==> config.mk <==
export PLATFORM = sky130hd
export DESIGN_NAME = seq_gen_scheduler
export DESIGN_NICKNAME = d
export VERILOG_FILES = /design/src/rtl/seq_gen_pkg.sv /design/src/rtl/seq_gen_prescaler.sv /design/src/rtl/seq_gen_scheduler.sv
export SDC_FILE = /design/constraint.sdc
export NUM_CORES = 1
export LEC_CHECK = 0
export ABC_AREA = 1
export ABC_CLOCK_PERIOD_IN_PS = 3800
export BUFFER_PORTS_ARGS = -buffer_cell sky130_fd_sc_hd__buf_2
export CORE_ASPECT_RATIO = 2
export CORE_UTILIZATION = 40
export CTS_BUF_LIST = sky130_fd_sc_hd__clkbuf_16
export CTS_CLUSTER_DIAMETER = 200
export DETAILED_ROUTE_END_ITERATION = 16
export HOLD_SLACK_MARGIN = 0.15
export SLEW_MARGIN = 20
export SYNTH_ARGS = -nofsm -noshare
export SYNTH_HDL_FRONTEND = slang
export SYNTH_SLANG_ARGS = --single-unit
==> constraint.sdc <==
create_clock -name clk -period 3.8 [get_ports clk]
set_input_delay 0.57 -clock clk [delete_from_list [all_inputs] [get_ports clk]]
set_output_delay 0.57 -clock clk [all_outputs]
set_load 0.01 [all_outputs]
==> src/rtl/seq_gen_pkg.sv <==
// Shared types and constants for the serial sequence generator scheduler.
// Latency: n/a (declarations only).
// Backpressure: n/a.
package seq_gen_pkg;

    localparam int PAT_W_DEF = 8;
    localparam int LEN_W_DEF = $clog2(PAT_W_DEF);
    localparam int REP_W_DEF = 4;
    localparam int DIV_W_DEF = 4;

    // Power-up shadow config: sequence 0,0,1,0,1,1 sent forever.
    localparam logic [PAT_W_DEF-1:0] DEF_PATTERN = 8'h34;
    localparam logic [LEN_W_DEF-1:0] DEF_LEN     = 3'd5;
    localparam logic [REP_W_DEF-1:0] DEF_REP     = 4'd0;

    typedef enum logic [1:0] {
        ST_IDLE = 2'd0,
        ST_RUN  = 2'd1,
        ST_DONE = 2'd2
    } state_t;

endpackage

==> src/rtl/seq_gen_prescaler.sv <==
// Step-tick generator: one tick every div+1 clocks, restarted by clr.
// Latency: tick is combinational from the registered count.
// Backpressure: none; free-running outside of clr. Built only with SEQ_GEN_PRESCALE_EN.
`ifdef SEQ_GEN_PRESCALE_EN
module seq_gen_prescaler #(
    parameter int DIV_W = 4
) (
    input  logic             clk,
    input  logic             rst,
    input  logic             clr,
    input  logic [DIV_W-1:0] div,
    output logic             tick
);

    logic [DIV_W-1:0] cnt;

    assign tick = (cnt == div);

    // Count up to div, then wrap; clr restarts the hold period from zero.
    always_ff @(posedge clk or negedge rst) begin
        if (!rst) begin
            cnt <= '0;
        end else if (clr || tick) begin
            cnt <= '0;
        end else begin
            cnt <= cnt + 1'b1;
        end
    end

endmodule
`endif

==> src/rtl/seq_gen_scheduler.sv <==
// Sequences a shadow-configured bit pattern onto dout/dout_vld, with repeat count and abort.
// Latency: first bit registered 1 cycle after start; all outputs registered.
// Backpressure: none; optional SEQ_GEN_PRESCALE_EN holds each bit for cfg_div+1 clocks.
module seq_gen_scheduler
    import seq_gen_pkg::*;
#(
    parameter int PAT_W = 8,
    parameter int LEN_W = $clog2(PAT_W),
    parameter int REP_W = 4,
    parameter int DIV_W = 4
) (
    input  logic             clk,
    input  logic             rst,
    input  logic             cfg_we,
    input  logic [PAT_W-1:0] cfg_pattern,
    input  logic [LEN_W-1:0] cfg_len,
    input  logic [REP_W-1:0] cfg_rep,
`ifdef SEQ_GEN_PRESCALE_EN
    input  logic [DIV_W-1:0] cfg_div,
`endif
    input  logic             start,
    input  logic             abort,
    output logic             dout,
    output logic             dout_vld,
    output logic             busy,
    output logic             done,
    output logic             cfg_err,
    output logic [LEN_W-1:0] bit_idx
);

    state_t           state, state_nxt;
    logic [PAT_W-1:0] pat_q, pat_nxt;
    logic [LEN_W-1:0] len_q, len_nxt;
    logic [REP_W-1:0] rep_q, rep_nxt;
    logic [REP_W:0]   rep_cnt, rep_cnt_nxt;
    logic [LEN_W-1:0] idx_nxt, idx_inc;
    logic             dout_nxt, vld_nxt, busy_nxt, done_nxt, err_nxt;
    logic             step_tick;

    assign idx_inc = bit_idx + 1'b1;

`ifdef SEQ_GEN_PRESCALE_EN
    logic [DIV_W-1:0] div_q, div_nxt;
    logic             presc_clr;

    // Hold period restarts with each new run and on abort.
    assign presc_clr = abort || ((state == ST_IDLE) && start);

    seq_gen_prescaler #(.DIV_W(DIV_W)) u_prescaler (
        .clk  (clk),
        .rst  (rst),
        .clr  (presc_clr),
        .div  (div_q),
        .tick (step_tick)
    );
`else
    // One step per clock; DIV_W only matters when the prescaler is built in.
    assign step_tick = (DIV_W > 0);
`endif

    // Next-state and next-output decode; config writes are accepted only outside RUN.
    always_comb begin
        state_nxt   = state;
        pat_nxt     = pat_q;
        len_nxt     = len_q;
        rep_nxt     = rep_q;
        rep_cnt_nxt = rep_cnt;
        idx_nxt     = bit_idx;
        dout_nxt    = dout;
        vld_nxt     = dout_vld;
        busy_nxt    = busy;
        done_nxt    = 1'b0;
        err_nxt     = cfg_err;
`ifdef SEQ_GEN_PRESCALE_EN
        div_nxt     = div_q;
`endif

        if (cfg_we) begin
            if (state == ST_RUN) begin
                err_nxt = 1'b1;
            end else begin
                pat_nxt = cfg_pattern;
                len_nxt = cfg_len;
                rep_nxt = cfg_rep;
                err_nxt = 1'b0;
`ifdef SEQ_GEN_PRESCALE_EN
                div_nxt = cfg_div;
`endif
            end
        end

        case (state)
            ST_IDLE: begin
                if (start && !abort) begin
                    state_nxt   = ST_RUN;
                    idx_nxt     = '0;
                    dout_nxt    = pat_q[0];
                    vld_nxt     = 1'b1;
                    busy_nxt    = 1'b1;
                    rep_cnt_nxt = {{REP_W{1'b0}}, 1'b1};
                end
            end
            ST_RUN: begin
                if (abort) begin
                    state_nxt = ST_IDLE;
                    dout_nxt  = 1'b0;
                    vld_nxt   = 1'b0;
                    busy_nxt  = 1'b0;
                end else if (step_tick) begin
                    if (bit_idx < len_q) begin
                        idx_nxt  = idx_inc;
                        dout_nxt = pat_q[idx_inc];
                    end else if ((rep_q == '0) || (rep_cnt < {1'b0, rep_q})) begin
                        // Wrap straight back to bit 0 with no idle gap.
                        idx_nxt     = '0;
                        dout_nxt    = pat_q[0];
                        rep_cnt_nxt = (&rep_cnt) ? rep_cnt : rep_cnt + 1'b1;
                    end else begin
                        state_nxt = ST_DONE;
                        dout_nxt  = 1'b0;
                        vld_nxt   = 1'b0;
                        busy_nxt  = 1'b0;
                        done_nxt  = 1'b1;
                    end
                end
            end
            ST_DONE: begin
                state_nxt = ST_IDLE;
            end
            default: begin
                state_nxt = ST_IDLE;
                dout_nxt  = 1'b0;
                vld_nxt   = 1'b0;
                busy_nxt  = 1'b0;
            end
        endcase
    end

    // State, shadow config and registered outputs; reset restores the default config.
    always_ff @(posedge clk or negedge rst) begin
        if (!rst) begin
            state    <= ST_IDLE;
            pat_q    <= PAT_W'(DEF_PATTERN);
            len_q    <= LEN_W'(DEF_LEN);
            rep_q    <= REP_W'(DEF_REP);
            rep_cnt  <= '0;
            bit_idx  <= '0;
            dout     <= 1'b0;
            dout_vld <= 1'b0;
            busy     <= 1'b0;
            done     <= 1'b0;
            cfg_err  <= 1'b0;
`ifdef SEQ_GEN_PRESCALE_EN
            div_q    <= '0;
`endif
        end else begin
            state    <= state_nxt;
            pat_q    <= pat_nxt;
            len_q    <= len_nxt;
            rep_q    <= rep_nxt;
            rep_cnt  <= rep_cnt_nxt;
            bit_idx  <= idx_nxt;
            dout     <= dout_nxt;
            dout_vld <= vld_nxt;
            busy     <= busy_nxt;
            done     <= done_nxt;
            cfg_err  <= err_nxt;
`ifdef SEQ_GEN_PRESCALE_EN
            div_q    <= div_nxt;
`endif
        end
    end

endmodule

# Word level (Yosys, flattened, before mapping)
# Index checks and enable logic that the tools add are counted.
# word_totals
ff_bits,29
inputBits,20
output_inout_bits,8
word_cells,73
# op_classes
addsub,2
order_cmp,3
eq_ne,10
n_mux,33
n_bitwise,2
n_reduce_logical,13
# op_table
op,n
$mux 5,5
$mux 1,14
$mux 3,4
$pmux 5 s2,1
$mux 2,4
$ne 2x2->1 const B,4
$reduce_and 4->1,2
$ne 3x3->1 const B,2
$pmux 1 s3,2
$pmux 3 s2,1
$reduce_and 6->1,1
$add 5x1->5 const B,1
$lt 5x4->1,1
$reduce_and 5->1,1
$logic_not 4->1,1
$lt 3x4->1 const B,1
$pmux 2 s2,1
$reduce_and 2->1,2
$add 3x1->3 const B,1
$bmux 1 s3,1
$lt 3x3->1,1
$ne 3x1->1 const B,1
$reduce_and 3->1,1
$eq 2x1->1 const B,1
8 further kinds,9

# Depth between registers and ports, before layout
# Gate-level depths: netlist (run 1).
# depth
word_depth,6
mapped_depth,12
ltp_nobuf,12

# Worst setup path after synthesis (run 1)
# No wires, ideal clock.
# synth_path
kind,register to register
from,register len_q[2]
to,register dout
setup_ps,116
arrival_ps,1443
slack_ps,2241
path_stages_with_launch,11
period_less_slack_ps,1559
path_cell_list,dfstp_2 -> inv_1 -> ha_1 -> a21oi_1 -> nand2_4 -> inv_2 -> nand3_1 -> nand3_1 -> nand2_1 -> nand2_1 -> nand2_1
# synth_via
elab_chain_len,4
# synth_lines
item,line_no,rtl
start: declaration,seq_gen_scheduler.sv:33,"logic [LEN_W-1:0] len_q, len_nxt;"
start signal: assignment,seq_gen_scheduler.sv:144,len_q <= LEN_W'(DEF_LEN);
start signal: assignment,seq_gen_scheduler.sv:159,len_q <= len_nxt;
$lt 3x3->1,seq_gen_scheduler.sv:110,if (bit_idx < len_q) begin
$mux 1,seq_gen_scheduler.sv:110,
$mux 1,seq_gen_scheduler.sv:104,if (abort) begin
$pmux 1 s3,seq_gen_scheduler.sv:92,case (state)
end signal: assignment,seq_gen_scheduler.sv:163,dout <= dout_nxt;
end: declaration,seq_gen_scheduler.sv:23,"output logic dout,"
# Every way passes these cells.
# A chain may end at the register's enable or synchronous reset.

# Worst setup path after layout (run 1)
# Same ends and word-level chain as after synthesis.

==> results.md, run 1 <==
* Status: finished, final reports clean
* Warnings, synthesis at 0
* DRC at 0
* FILL cells at 440
* Vias in the first global route at 1247
* Via count at 1301
* CTS tree: yes
* Worst r2r src: len_q[2]$_DFFE_PN1P_
* Critical path type: reg2reg
* DR iter-0 viols at 20
* Commonest cells in the netlist: 78 x nand2_1, 24 x dfrtp_1, 15 x nor2_1
* Share of layout cells above drive strength 1 at 0.272
* Pwr dens at 646 nW/um2
* Register area share after synthesis at 0.444
* Gr usage total at 0.176
* Sw Pwr at about 0.47 mW
* Flops & latches, synth at 29
* Worst-path fanout max at 5
* Ys async rst share at 1.00
* Clk_skew at 0.00734 ns
* Antenna violations before repair at 0
* Gpl congestion at 0.824
* Clock root buffer: clkbuf_16
* Tcrit/Tclk final at 0.438
* Syn Nets at approximately 230
* Sw Share at 0.370
* TritonCTS buffer count at 5
* Post-layout min period at between 1.5 and 2 ns
* Grt met3 use at 0.0429
* Internal power at 0.798 mW
* Most frequent cell after synthesis: nand2_1
* Power share of the clock group at 0.284
* CP startpoint kind: flop
* Relative slew margins at 0.568
* Biggest area consumer among synthesized cells: dfrtp_1
* Cell Rows at 32
* Syn Std Cell Area at between 1500 and 2000 um2
* Max frequency at 0.600 GHz
* Clock transition at path regs at 0.05 ns
* Global routing's busiest layer: met2
* Setup violations, final at 0
* Grt ovf at 0
* Utilization after layout at 0.505
* Post-route ant nets at 0
* Longest Clk Path Bufs at 2
* Unique cell type count in the Yosys netlist at 27
* # clock sinks at 29
* CP Buf/Inv Count at 2
* R2R setup slack at 2.13 ns
* CP max-delay cell: dfstp_2
* Initial Utilization at 0.424
* Gate Count Post-Synth at roughly 200
* Post-CTS sizing at 0
* Syn avg cell area at 8.20 um2
* Peak VDD IR at 0.000386 V
* LEAKAGE at 1.05 nW
* Met2 GRT Util at 0.282
* First-pass GRT wire length at about 5400 um
* Hold Path Class: in2async
* Number of flops mapped to enable cells by yosys at 0
* Max-capacitance violation count at 0
* Reg-to-Reg End: dout$_DFFE_PN0P_
* Met1 GRT Util at 0.190
* Port Buffers at 27
* Top-level port count at 28
* Slew @ Worst Pin at 0.648 ns
* Final Hold Fails at 0
* Reg2reg path depth at 10
* Synth top area share at 0.364
* Crit. End Element: flop
* Vias/cell at 4.60
* Nets at 260
* Routed WL per cell at 11.3 um
* Drt first pass iters at 4
* CP Cell Sequence: inv_1 > ha_1 > a21oi_1 > nand2_4 > inv_2 > nand3_1 > nand3_1 > nand2_1 > nand2_1 > nand2_1
* CP top delay family: flip-flops
* Cell repeated most along the worst path: nand2_1
* Aggregate routed wire length at 3190 um
* CORE AREA at 3880 um2
* Setup bufs post-CTS at 0
* # hold bufs at CTS at 0
* DP Wirelength at 2420 um
* Layout area overhead at 19.1%
* Die height at ~93 um
* Worst EP required at 3.96 ns
* Sequential Power Share at 0.363
* Top_reg_cell synth: dfrtp_1
* Critical Path Stages at 10
* Die width at 47.4 um
* TNS Setup at 0 ns
* Synth area leaders: dfrtp_1 36%, nand2_1 18%, dfstp_2 8.0%
* RSZ-0062 raised after global routing: false
* Gate power share at 0.353
* Max-slew violations at 0
* Crit path DAT at 1.83 ns
* Critical path's largest stage delay at between 0.5 and 0.6 ns
* Skew-Pair Late Insertion Delay at 0.27 ns
* Die Footprint at 4400 um2
* Largest net degree at the start of global routing at 30
* N_diodes at 0
* # H-tree levels at 2
==> worst max path at each step <==
stage | start | endpoint | slack [ns]
2_1_floorplan | len_q[2]$_DFFE_PN1P_ | dout$_DFFE_PN0P_ | 2.24
5_1_grt | len_q[2]$_DFFE_PN1P_ | dout$_DFFE_PN0P_ | 2.00
3_3_place_gp | len_q[2]$_DFFE_PN1P_ | dout$_DFFE_PN0P_ | 2.17
3_5_place_dp | len_q[2]$_DFFE_PN1P_ | dout$_DFFE_PN0P_ | 2.14
4_1_cts | len_q[2]$_DFFE_PN1P_ | dout$_DFFE_PN0P_ | 2.13
6_report | len_q[2]$_DFFE_PN1P_ | dout$_DFFE_PN0P_ | 2.13
==> registers in the layout, summed over array words and instances (netlist names) <==
signal,count
done,1
cfg_err,1
rep_q,4
pat_q,8
busy,1
dout,1
state,2
bit_idx,3
len_q,3
rep_cnt,5
==> placed cells by master, fill, tap and decap left out, drive strengths merged <==
| cell type | n |
|---|---|
| nand2 | 84 |
| buf | 27 |
| dfrtp | 24 |
| inv | 24 |
| nor2 | 20 |
| nand3 | 16 |
| ha | 8 |
| o21ai | 8 |
| clkbuf | 5 |
| dfstp | 5 |
| nand3b | 4 |
| clkinv | 2 |
| a21oi | 1 |
| o22ai | 1 |
| xor2 | 1 |
| nor3b | 1 |
| a2bb2oi | 1 |
==> routing by layer <==
layer | vias up | part of all wire
met1 | 578 | 0.39
met4 | 0 | 0.030
li1 | 683 | -
met5 | - | 0
met2 | 31 | 0.55
met3 | 9 | 0.035
==> power by group through the flow <==
stage	combinational (mW)	sequential (mW)	clock (mW)
final	0.448	0.460	0.359
after global routing	0.513	0.472	0.380
after CTS	0.454	0.463	0.367
after detailed placement	0.451	0.467	0
after global placement	0.449	0.465	0
after floorplan	0.347	0.459	0
==> worst reg2reg max path, cell delays in order, from the launching register on <==
cell and delay (ns):
dfstp_2 0.51, inv_1 0.05, ha_1 0.30, a21oi_1 0.23
nand2_4 0.12, inv_2 0.06, nand3_1 0.08, nand3_1 0.07
nand2_1 0.05, nand2_1 0.06, nand2_1 0.05
==> through the flow <==
step           total power [mW]  instance area [um2]  cells  setup WS (ns)  hold WS, ns
6_report                   1.27                 1960    283           2.13        0.326
5_1_grt                    1.36                 1960    283           2.00        0.389
4_1_cts                    1.28                 1960    283           2.13        0.349
3_5_place_dp              0.918                 1830    276           2.14        0.455
3_3_place_gp              0.914                 1830    276           2.17        0.451
2_1_floorplan             0.806                 1650    201           2.24        0.274
==> final cells by class <==
| class | instances | area (um2) | area share |
|---|---|---|---|
| Inverter | 24 | 95.1 | 0.0485 |
| Sequential cell | 29 | 732 | 0.373 |
| Timing Repair Buffer | 27 | 135 | 0.0689 |
| Tap cell | 51 | 63.8 | 0.0325 |
| Multi-Input combinational cell | 145 | 803 | 0.409 |
| Clock inverter | 2 | 7.51 | 0.00383 |
| Clock buffer | 5 | 125 | 0.0638 |
==> logic make-up after synthesis <==
group | share of synthesized area
adder cells (fa/ha/maj) | 0.0607
AND/OR/NAND/NOR | 0.377
XOR/XNOR | 0.00532
AO/OA/AOI/OAI | 0.0448
buffers and inverters | 0.0683
flip-flops | 0.444
Note: power is estimated with default switching activity, not from simulation.
==> run 2, diff against run 1 <==
ABC_CLOCK_PERIOD_IN_PS = 1500   (was 3800)
clock period = 1.5 ns   (was 3.8 ns; I/O delays follow)
==> results.md, run 2 (synthesis results as in run 1) <==
* Vias in the first global route at 1442
* Setup ws final at -0.0283 ns
* Most common cell after layout, fill and taps aside: nand2_1
* RSZ-0062 raised after global routing: true
* CTS tree: yes
* Largest regs: pat_q (8), rep_cnt (5), rep_q (4)
* # clock sinks at 29
* Most frequent cells in the layout: 73 x nand2_1, 27 x buf_2, 24 x dfrtp_1
* Reg2reg path depth at 10
* Reg-to-Reg End: busy$_DFFE_PN0P_
* Initial Utilization at 0.424
* Layout area overhead at 37.1%
* Crit. End Element: flop
* Max-slew violations at 0
* Largest net degree at the start of global routing at 30
* Die Footprint at 4400 um2
* Antenna violations before repair at 0
* Die height at 92.8 um
* # H-tree levels at 2
* Worst EP required at between 1.5 and 2 ns
* Final Hold Fails at 0
* Top-level port count at 28
* Worst r2r src: rep_cnt[2]$_DFFE_PN0P_
* Hold Crit Start: cfg_pattern[3]
* LEAKAGE at roughly 1.2 nW
* WL met2 at 1910 um
* Aggregate routed wire length at 3370 um
* Via count at 1398
* Status: complete, but fails checks
* Placed cell area at around 1900 um2
* Clk_skew at around 0.0031 ns
* Failing checks: negative setup slack
* CP startpoint kind: flop
* Cell area after layout at 2260 um2
* Relative slew margins at 0.570
* Slew @ Worst Pin at 0.645 ns
* Skew-Pair Late Insertion Delay at 0.27 ns
* Max reg flops at 8
* DR top layer: met4
* Biggest register: pat_q
* Nets at 282
* Vias/cell at 4.57
* Met3 wire len at 99 um
* TNS Setup at -0.166 ns
* Die width at 47.4 um
* CP Cell Sequence: ha_4 > nand2_2 > nand3b_1 > nand2_2 > buf_6 > nand3_4 > nand2_4 > nand2_2 > nand2_1 > nand2_1
* Port Buffers at 27
* CP max-delay cell: dfrtp_1
* Critical path's largest stage delay at 0.40 ns
* Critical path type: reg2reg
* Post-route ant nets at 0
* R2R setup slack at -0.03 ns
* Hold path depth at 3
* CORE AREA at about 3900 um2
* Max frequency at 0.654 GHz
* Cell repeated most along the worst path: nand2_2
* Clock root buffer: clkbuf_16
* Gr usage total at 0.196
* Worst-path fanout max at 3
* DP Wirelength at 2540 um
* Peak VDD IR at 0.000937 V
* Gpl congestion at 0.842
* Longest Clk Path Bufs at 2
* Setup violations, final at 9
* Crit path DAT at 1.68 ns
* DRC at 0
* Grt ovf at 0
* First-pass GRT wire length at 6000 um
* Hold Path Class: in2reg
* Power Total at 3.54 mW
* TritonCTS buffer count at 5
* Share of layout cells above drive strength 1 at 0.361
* WL met1 at between 1000 and 1500 um
* Post-layout min period at 1.53 ns
* Final hold slack at 0.156 ns
* DR iter-0 viols at 12
* Min-Delay Endpoint: pat_q[3]$_DFFE_PN0P_
* Clock transition at path regs at approximately 0.05 ns
* Tcrit/Tclk final at 1.02
* Cell Rows at 32
* N_diodes at 0
* Pwr dens at 1570 nW/um2
* Utilization after layout at 0.582
* Routed WL per cell at 11.0 um
* Max-capacitance violation count at 0
* Drt first pass iters at 4
[run 2: cell count changes in the layout (fill, tap and decap cells not counted), moves of 2 or more]
cell           before  now
ha_1                8    5
nand2_2             1    6
dlygate4sd3_1       0    9
ha_4                0    3
buf_4               0   11
inv_2               8   12
inv_1              15   13
nor2_2              1    3
nand3_4             1    3
nand2_1            78   73
nor2_1             15   12
nand3_2             2    0
[run 2: worst max-delay path by stage]
stage                      startpoint                endpoint  slack (ns)
6_report       rep_cnt[2]$_DFFE_PN0P_        busy$_DFFE_PN0P_       -0.03
5_1_grt        rep_cnt[2]$_DFFE_PN0P_        busy$_DFFE_PN0P_       -0.14
4_1_cts        rep_cnt[1]$_DFFE_PN0P_        busy$_DFFE_PN0P_       -0.03
3_5_place_dp     rep_q[3]$_DFFE_PN0P_  rep_cnt[1]$_DFFE_PN0P_       -0.09
3_3_place_gp     rep_q[3]$_DFFE_PN0P_  rep_cnt[4]$_DFFE_PN0P_       -0.06
2_1_floorplan  rep_cnt[3]$_DFFE_PN0P_  rep_cnt[0]$_DFFE_PN0P_        0.03
[run 2: what timing repair did]
item	4_1_cts	5_1_grt
resized for setup	11	8
pin swaps	5	8
cloned	0	0
endpoints found under the hold margin	32	0
setup buffers	2	2
hold buffers	9	0
endpoints found under the setup margin	8	13
[run 2: metal layers]
| layer | GRT usage | vias to the layer above |
|---|---|---|
| li1 | - | 733 |
| met1 | 0.194 | 628 |
| met2 | 0.336 | 29 |
| met3 | 0.0526 | 8 |
| met4 | 0.112 | 0 |
| met5 | 0 | - |
[run 2: worst max-delay path, delay by kind of cell (launching register included)]
kind	cells	cell delay, ns
AND/OR/NAND/NOR	8	0.63
flip-flops	1	0.40
adder cells (fa/ha/maj)	1	0.28
buffers and inverters	1	0.10
[run 2: metrics by stage]
stage	std cells	setup slack, ns
after floorplan	201	0.0258
after global placement	285	-0.0576
after detailed placement	285	-0.0878
after CTS	304	-0.0329
after global routing	306	-0.140
final	306	-0.0283
[run 2: report_power, final]
| part | internal, mW | total [mW] | switching (mW) | leakage, nW |
|---|---|---|---|---|
| Combinational | 0.652 | 1.50 | 0.851 | 0.728 |
| Clock | 0.592 | 0.903 | 0.311 | 0.0776 |
| Sequential | 1.01 | 1.14 | 0.131 | 0.360 |
| Total | 2.25 | 3.54 | 1.29 | 1.17 |
[run 2: final cells by class]
type | instances | area [um2]
Fill cell | 384 | 1630
Multi-Input combinational cell | 145 | 892
Sequential cell | 29 | 732
Timing Repair Buffer | 49 | 339
Clock buffer | 5 | 125
Inverter | 24 | 95.1
Tap cell | 51 | 63.8
Clock inverter | 3 | 11.3
